[config.mk]
export PLATFORM = sky130hd
export DESIGN_NAME = pixel_stream_tx
export DESIGN_NICKNAME = d
export VERILOG_FILES = /design/src/rtl/pixel_stream_tx_pkg.sv /design/src/rtl/pixel_stream_tx_timing_gen.sv /design/src/rtl/pixel_stream_tx.sv
export SDC_FILE = /design/constraint.sdc
export NUM_CORES = 1
export LEC_CHECK = 0
export ABC_AREA = 1
export CORE_MARGIN = 8
export CORE_UTILIZATION = 50
export DETAILED_ROUTE_END_ITERATION = 7
export HOLD_SLACK_MARGIN = 0.1
export PLACE_DENSITY = 0.77
export REMOVE_ABC_BUFFERS = 1
export SLEW_MARGIN = 20
export SYNTH_ARGS = -nofsm -noshare
export SYNTH_HDL_FRONTEND = slang
export SYNTH_SLANG_ARGS = --single-unit
[constraint.sdc]
create_clock -name clk -period 2.2 [get_ports clk]
set_input_delay 0.44 -clock clk [delete_from_list [all_inputs] [get_ports clk]]
set_output_delay 0.44 -clock clk [all_outputs]
set_load 0.05 [all_outputs]
[src/rtl/pixel_stream_tx_pkg.sv]
// pixel_stream_tx_pkg: shared pixel width, pattern codes and generator state encoding.
// rev 1.0
`default_nettype none

package pixel_stream_tx_pkg;

  localparam int PIXEL_SIZE = 24;

  localparam logic [1:0] PAT_MEM   = 2'd0;
  localparam logic [1:0] PAT_SOLID = 2'd1;
  localparam logic [1:0] PAT_RAMP  = 2'd2;

  typedef enum logic [1:0] {
    ST_IDLE   = 2'd0,
    ST_VBLANK = 2'd1,
    ST_ACTIVE = 2'd2,
    ST_HBLANK = 2'd3
  } tx_state_e;

  // Pixels are packed {B,G,R} with R in the low byte.
  function automatic logic [PIXEL_SIZE-1:0] pack_bgr(input logic [7:0] b,
                                                     input logic [7:0] g,
                                                     input logic [7:0] r);
    return {b, g, r};
  endfunction

endpackage

`default_nettype wire

[src/rtl/pixel_stream_tx_timing_gen.sv]
// tx_timing_gen: raster FSM with column/row/address counters and blanking timers.
// rev 1.0
`default_nettype none

module tx_timing_gen
  import pixel_stream_tx_pkg::*;
#(
  parameter int FRAME_WIDTH  = 550,
  parameter int FRAME_HEIGHT = 4,
  parameter int H_BLANK      = 4,
  parameter int V_BLANK      = 8,
  parameter int ADDR_WIDTH   = 20
) (
  input  logic                  clk,
  input  logic                  reset_n,
  input  logic                  start,
  input  logic                  continuous,
  input  logic                  stop,
  input  logic                  hold,
  output logic                  active,
  output logic                  hs,
  output logic                  vs,
  output logic                  last,
  output logic                  running,
  output logic [15:0]           col,
  output logic [15:0]           row,
  output logic [ADDR_WIDTH-1:0] addr
);

  tx_state_e   state, state_nx;
  logic [15:0] cnt;
  logic        loop_latch;
  logic        row_end;
  logic        last_row;
  logic        accept;

  assign row_end  = (col == 16'(FRAME_WIDTH - 1));
  assign last_row = (row == 16'(FRAME_HEIGHT - 1));
  // A fresh start is refused while the previous frame still drains the pipeline.
  assign accept   = (state == ST_IDLE) && start && !hold && !loop_latch;

  assign active  = (state == ST_ACTIVE);
  assign vs      = (state == ST_VBLANK) && (cnt == 16'(V_BLANK - 1));
  assign hs      = (state == ST_HBLANK) && (cnt == 16'(H_BLANK - 1));
  assign last    = active && row_end && last_row;
  assign running = (state != ST_IDLE);

  // Looping frames re-enter through one IDLE cycle, so every frame has the same period.
  always_comb begin
    state_nx = state;
    case (state)
      ST_IDLE:   if (loop_latch || accept) state_nx = ST_VBLANK;
      ST_VBLANK: if (cnt == 16'(V_BLANK - 1)) state_nx = ST_ACTIVE;
      ST_ACTIVE: if (row_end) state_nx = last_row ? ST_IDLE : ST_HBLANK;
      ST_HBLANK: if (cnt == 16'(H_BLANK - 1)) state_nx = ST_ACTIVE;
      default:   state_nx = ST_IDLE;
    endcase
  end

  always_ff @(posedge clk) begin
    if (!reset_n) begin
      state      <= ST_IDLE;
      cnt        <= '0;
      col        <= '0;
      row        <= '0;
      addr       <= '0;
      loop_latch <= 1'b0;
    end else begin
      state <= state_nx;
      cnt   <= (state_nx != state) ? '0 : cnt + 16'd1;

      if (stop)        loop_latch <= 1'b0;
      else if (accept) loop_latch <= continuous;

      if (active) col <= row_end ? '0 : col + 16'd1;
      else        col <= '0;

      if (state == ST_VBLANK)      row <= '0;
      else if (active && row_end)  row <= row + 16'd1;

      if (state == ST_VBLANK) addr <= '0;
      else if (active)        addr <= addr + ADDR_WIDTH'(1);
    end
  end

endmodule

`default_nettype wire

[src/rtl/pixel_stream_tx.sv]
// pixel_stream_tx: frame-buffer / test-pattern raster source with hsync/vsync framing.
// rev 1.0
`default_nettype none

module pixel_stream_tx
  import pixel_stream_tx_pkg::*;
#(
  parameter int FRAME_WIDTH  = 550,
  parameter int FRAME_HEIGHT = 4,
  parameter int H_BLANK      = 4,
  parameter int V_BLANK      = 8,
  parameter int ADDR_WIDTH   = 20
) (
  input  logic                  clk,
  input  logic                  reset_n,
  input  logic                  start,
  input  logic                  continuous,
  input  logic                  stop,
  input  logic [1:0]            pattern_sel,
  input  logic [PIXEL_SIZE-1:0] pattern_rgb,
  output logic                  mem_rd_en,
  output logic [ADDR_WIDTH-1:0] mem_addr,
  input  logic [PIXEL_SIZE-1:0] mem_rdata,
  output logic                  en,
  output logic                  hsync,
  output logic                  vsync,
  output logic [PIXEL_SIZE-1:0] data,
  output logic                  frame_done,
  output logic                  busy,
  output logic [15:0]           frame_count
);

  logic                  g_active, g_hs, g_vs, g_last, running;
  logic [15:0]           col, row;
  logic [ADDR_WIDTH-1:0] gen_addr;
  logic [1:0]            pat;
  logic [PIXEL_SIZE-1:0] gen_pix;
  logic                  s1_en, s1_hs, s1_vs, s1_last, s1_mem;
  logic [PIXEL_SIZE-1:0] s1_pix;
  logic                  done_q;
  logic                  hold;
  logic                  unused_bits;

  assign hold        = s1_last | frame_done | done_q;
  assign busy        = running | hold;
  assign mem_rd_en   = g_active && (pat == PAT_MEM);
  assign mem_addr    = mem_rd_en ? gen_addr : '0;
  assign unused_bits = ^{col[15:8], row[15:8]};

  tx_timing_gen #(
    .FRAME_WIDTH  (FRAME_WIDTH),
    .FRAME_HEIGHT (FRAME_HEIGHT),
    .H_BLANK      (H_BLANK),
    .V_BLANK      (V_BLANK),
    .ADDR_WIDTH   (ADDR_WIDTH)
  ) u_timing (
    .clk        (clk),
    .reset_n    (reset_n),
    .start      (start),
    .continuous (continuous),
    .stop       (stop),
    .hold       (hold),
    .active     (g_active),
    .hs         (g_hs),
    .vs         (g_vs),
    .last       (g_last),
    .running    (running),
    .col        (col),
    .row        (row),
    .addr       (gen_addr)
  );

  always_comb begin
    gen_pix = pattern_rgb;
    case (pat)
      PAT_RAMP:  gen_pix = pack_bgr(frame_count[7:0], row[7:0], col[7:0]);
      PAT_SOLID: gen_pix = pattern_rgb;
      default:   gen_pix = pattern_rgb;
    endcase
  end

  // Pattern is captured on the vsync cycle so it stays fixed for the whole frame.
  always_ff @(posedge clk) begin
    if (!reset_n) begin
      pat     <= PAT_MEM;
      s1_en   <= 1'b0;
      s1_hs   <= 1'b0;
      s1_vs   <= 1'b0;
      s1_last <= 1'b0;
      s1_mem  <= 1'b0;
      s1_pix  <= '0;
    end else begin
      if (g_vs) pat <= pattern_sel;
      s1_en   <= g_active;
      s1_hs   <= g_hs;
      s1_vs   <= g_vs;
      s1_last <= g_last;
      s1_mem  <= (pat == PAT_MEM);
      s1_pix  <= gen_pix;
    end
  end

  // Second stage lines up with the frame-buffer read data.
  always_ff @(posedge clk) begin
    if (!reset_n) begin
      en          <= 1'b0;
      hsync       <= 1'b0;
      vsync       <= 1'b0;
      data        <= '0;
      frame_done  <= 1'b0;
      done_q      <= 1'b0;
      frame_count <= '0;
    end else begin
      en         <= s1_en;
      hsync      <= s1_hs;
      vsync      <= s1_vs;
      frame_done <= s1_last;
      done_q     <= frame_done;
      if (!s1_en)      data <= '0;
      else if (s1_mem) data <= mem_rdata;
      else             data <= s1_pix;
      if (s1_last) frame_count <= frame_count + 16'd1;
    end
  end

endmodule

`default_nettype wire
==> flow_metrics.py <==
metrics = {
    "worst_hold_path": {
        "timing.hold.worst.start": "s1_pix[14]$_SDFF_PN0_",
        "worst_hold_path_type": "reg -> reg",
    },
    "critical_path": {
        "crit_startpoint": "u_timing.state[0]$_SDFF_PN0_",
        "rr_startpoint": "u_timing.cnt[0]$_SDFF_PP0_",
        "timing.critical_path.to_type": "primary output",
        "cp_max_fo": 5,
        "setup.worst_path.class": "reg -> out",
        "critical_path_source_type": "flop",
        "worst_ep_required_time_ns": 1.76,
        "crit_arrival_ns": 1.79,
    },
    "grt": {
        "globalRoute.totalOverflow": 0,
        "first_global_vias": 6051,
        "grt_max_degree": 35,
        "global_route.usage.total_pct": 20.6,
        "grt_pass1_wl_um": 28000,
        "grt_antenna_before_repair": 0,
    },
    "route": {
        "dr.first_iter.drc_count": 377,
        "route.detailed.vias_per_inst": 5.15,
        "post_drt_wl_per_cell_um": 14.6,
        "topmost_layer_with_routed_signal_wires": "met4",
        "post-route-drc-count": 0,
        "via_count": 6315,
        "met2_length_um": 8480,
        "wirelength_met1_um": 7690,
        "drt_pre_antenna_iters": 8,
        "drt_wl_total_um": 17900,
        "antenna_violating_nets_post_route": 0,
        "detailroute.wirelength.met3_um": 1280,
    },
    "clock_tree": {
        "max-clock-path-buffers": 2,
        "tritoncts.num_buffers": 17,
        "cts_tree": "yes",
        "number_of_buffers_inserted_by_hold_repair_at_cts": 0,
        "cts.sink_count": 147,
        "clock_insertion_delay_worst_skew_ns": 0.42,
        "clk_root_buffer_cell": "sky130_fd_sc_hd__clkbuf_16",
        "clk_pin_slew_ns": 0.06,
        "htree_levels": 4,
    },
    "logic_synthesis": {
        "synth-seq-cells": 147,
        "yosys.area_share.adder_pct": 1.15,
        "synthDistinctLibCells": 39,
        "post_synth_xor_xnor_area_pct": 3.34,
        "synth_top_family_by_area": "simple AND/OR/NAND/NOR gates",
        "netlist.top_cell.by_area": "sky130_fd_sc_hd__dfxtp_1",
        "synth_top_cell_area_share_pct": 44.9,
        "seq_area_frac_synth_pct": 44.9,
        "yosys-top-cells-area": "sky130_fd_sc_hd__dfxtp_1, sky130_fd_sc_hd__nand2_1, sky130_fd_sc_hd__nor2_1",
        "ys_warn_count": 0,
        "synthesis.area_um2": 6550,
        "synth_simple_gate_area_share_pct": 30.3,
        "synth_mux_area_share_pct": 0,
        "synth.avg_cell_area_um2": 7.25,
        "syn_inst": 904,
        "synth-compound-area-share_pct": 11.7,
    },
    "placement": {
        "place_congestion": 0.894,
        "dpl_cell_area_um2": 8190,
        "dp.final_hpwl_um": 12700,
        "input_output_buffers": 120,
    },
    "timing": {
        "drv_slew": 0,
        "skew_ns": 0.00625,
        "fin_tns_setup_ns": -0.0631,
        "final_hold_slack_ns": 0.437,
        "timing.max_slew.rel_slack_pct": 46.2,
        "rsz0062_at_grt": "true",
        "final-setup-viol-count": 7,
        "hold_viol": 0,
        "fmaxAchievable_mhz": 449,
        "min_period_over_period_pct": 101,
        "final_period_minus_worst_setup_slack_ns": 2.23,
        "setup_ws_ns": -0.0272,
        "worst-slew-pin-transition_ns": 0.806,
    },
    "floorplanning": {
        "initial_utilization_pct": 50.3,
        "die-width_um": 130,
        "floorplan.core_area_um2": 13000,
        "die_h_um": 130,
        "io_pins": 121,
        "die_area_um2": 17000,
        "floorplan.rows": 42,
    },
    "finish": {
        "final_cell_area_um2": 9070,
        "design.final.nets": 1100,
        "antenna-diode-count": 0,
        "area_growth_pct": 38.5,
        "post_route_cells_drive_above_1_share_pct": 12.9,
        "layout_common_cells": "sky130_fd_sc_hd__nand2_1, sky130_fd_sc_hd__dfxtp_1, sky130_fd_sc_hd__inv_1",
        "final_common_cell": "sky130_fd_sc_hd__nand2_1",
        "layout.core_utilization_pct": 69.6,
    },
    "power": {
        "power-per-cell-area_nw_per_um2": 671,
        "fin_total_pwr_mw": 6.08,
        "power_leakage_nw": 3.34,
        "ir_drop_uv": 393,
    },
    "flow_run": {
        "reported_max_cap_violation_count": 0,
    },
    "status": {
        "failing_checks": "negative setup slack",
        "outcome": "finished, violations left",
    },
}
-- report_power, final --
part	internal, mW	total (mW)	leakage [nW]	switching [mW]
registers	2.70	2.72	1.19	0.0215
logic	0.160	0.357	1.85	0.198
clock network	1.88	3.01	0.299	1.12
total	4.74	6.08	3.34	1.34
-- synthesized netlist by cell type --
cell type / instances
sky130_fd_sc_hd__nand3b_1: 1
sky130_fd_sc_hd__nand3_4: 2
sky130_fd_sc_hd__o21ai_0: 54
sky130_fd_sc_hd__buf_12: 1
sky130_fd_sc_hd__a21oi_1: 88
sky130_fd_sc_hd__nor3_1: 38
sky130_fd_sc_hd__nand2_2: 5
sky130_fd_sc_hd__inv_2: 4
sky130_fd_sc_hd__nor4_1: 3
sky130_fd_sc_hd__buf_1: 1
sky130_fd_sc_hd__nand2_4: 1
sky130_fd_sc_hd__nand3_2: 4
sky130_fd_sc_hd__buf_6: 1
sky130_fd_sc_hd__o21a_1: 2
sky130_fd_sc_hd__clkbuf_1: 21
sky130_fd_sc_hd__nor2_4: 3
sky130_fd_sc_hd__nand3_1: 57
sky130_fd_sc_hd__nor3_2: 1
sky130_fd_sc_hd__inv_4: 1
sky130_fd_sc_hd__o21ai_1: 1
sky130_fd_sc_hd__and2_2: 1
sky130_fd_sc_hd__xnor2_1: 11
sky130_fd_sc_hd__buf_4: 1
sky130_fd_sc_hd__nor3b_1: 1
sky130_fd_sc_hd__xor2_1: 14
sky130_fd_sc_hd__nor2_2: 11
sky130_fd_sc_hd__inv_1: 111
sky130_fd_sc_hd__ha_1: 6
sky130_fd_sc_hd__nor2_8: 2
sky130_fd_sc_hd__nor3_4: 1
sky130_fd_sc_hd__a211oi_1: 1
sky130_fd_sc_hd__nor2_1: 127
sky130_fd_sc_hd__a221oi_1: 1
sky130_fd_sc_hd__a2111oi_0: 1
sky130_fd_sc_hd__nor3b_2: 1
sky130_fd_sc_hd__nand2_1: 163
sky130_fd_sc_hd__a31oi_1: 2
sky130_fd_sc_hd__nand4_1: 13
sky130_fd_sc_hd__dfxtp_1: 147
-- sequential cells by signal, indices dropped and copies added (netlist names), 2 cells and up --
register,count
pat,2
u_timing.cnt,16
u_timing.row,16
u_timing.col,16
data,24
frame_count,16
u_timing.state,2
s1_pix,24
u_timing.addr,20
-- critical path: stages (launching register included) --
cell                        delay (ns)
sky130_fd_sc_hd__dfxtp_4          0.37
sky130_fd_sc_hd__inv_4            0.09
sky130_fd_sc_hd__nand2_4          0.06
sky130_fd_sc_hd__nor3_4           0.28
sky130_fd_sc_hd__inv_4            0.11
sky130_fd_sc_hd__clkbuf_16        0.19
sky130_fd_sc_hd__nor2_4           0.12
sky130_fd_sc_hd__buf_12           0.15
-- cell families (layout without fill, tap and decap cells) --
logic type                 Yosys count  in the layout
and+or+nand+nor                    435            435
AOI/OAI and AO/OA                  150            150
DFF                                147            147
buffers and inverters              141            288
xor gates and xnor gates            25             25
adders and majority gates            6              6
-- metrics by stage --
step / setup slack (ns) / cells
2_1_floorplan: -1.24 / 879
3_3_place_gp: 0.280 / 1191
3_5_place_dp: 0.196 / 1191
4_1_cts: -0.0357 / 1222
5_1_grt: -0.0687 / 1227
6_report: -0.0272 / 1227
-- final cells by class --
class,count,area [um2]
clock buffers,17,425
clock inverters,14,186
fillers,1040,3960
inverters,116,443
multi-input cells,616,3220
flip-flops and latches,147,2950
well taps,176,220
repair buffers,141,1630
-- per-layer routing --
metal  vias to the layer above  GRT usage, %
met5                         -             0
met3                        36          5.52
met4                         0          9.59
met1                      2860          24.0
li1                       3192             -
met2                       227          34.6
-- path summary, 6_finish.rpt --
check        slack (ns)  cells past startpoint                     endpoint
min                0.44                      2          data[14]$_SDFF_PN0_
max               -0.03                      7                 mem_addr[11]
max reg2reg        0.30                      9  u_timing.cnt[14]$_SDFF_PP0_
min reg2reg        0.44                      2          data[14]$_SDFF_PN0_
-- timing repair --
item,CTS,global route
gates resized for setup,3,51
buffers inserted,0,2
pin swaps,0,2
cloned,0,3
endpoints found under the setup margin,20,21
Power figures use the tool's default switching activity.
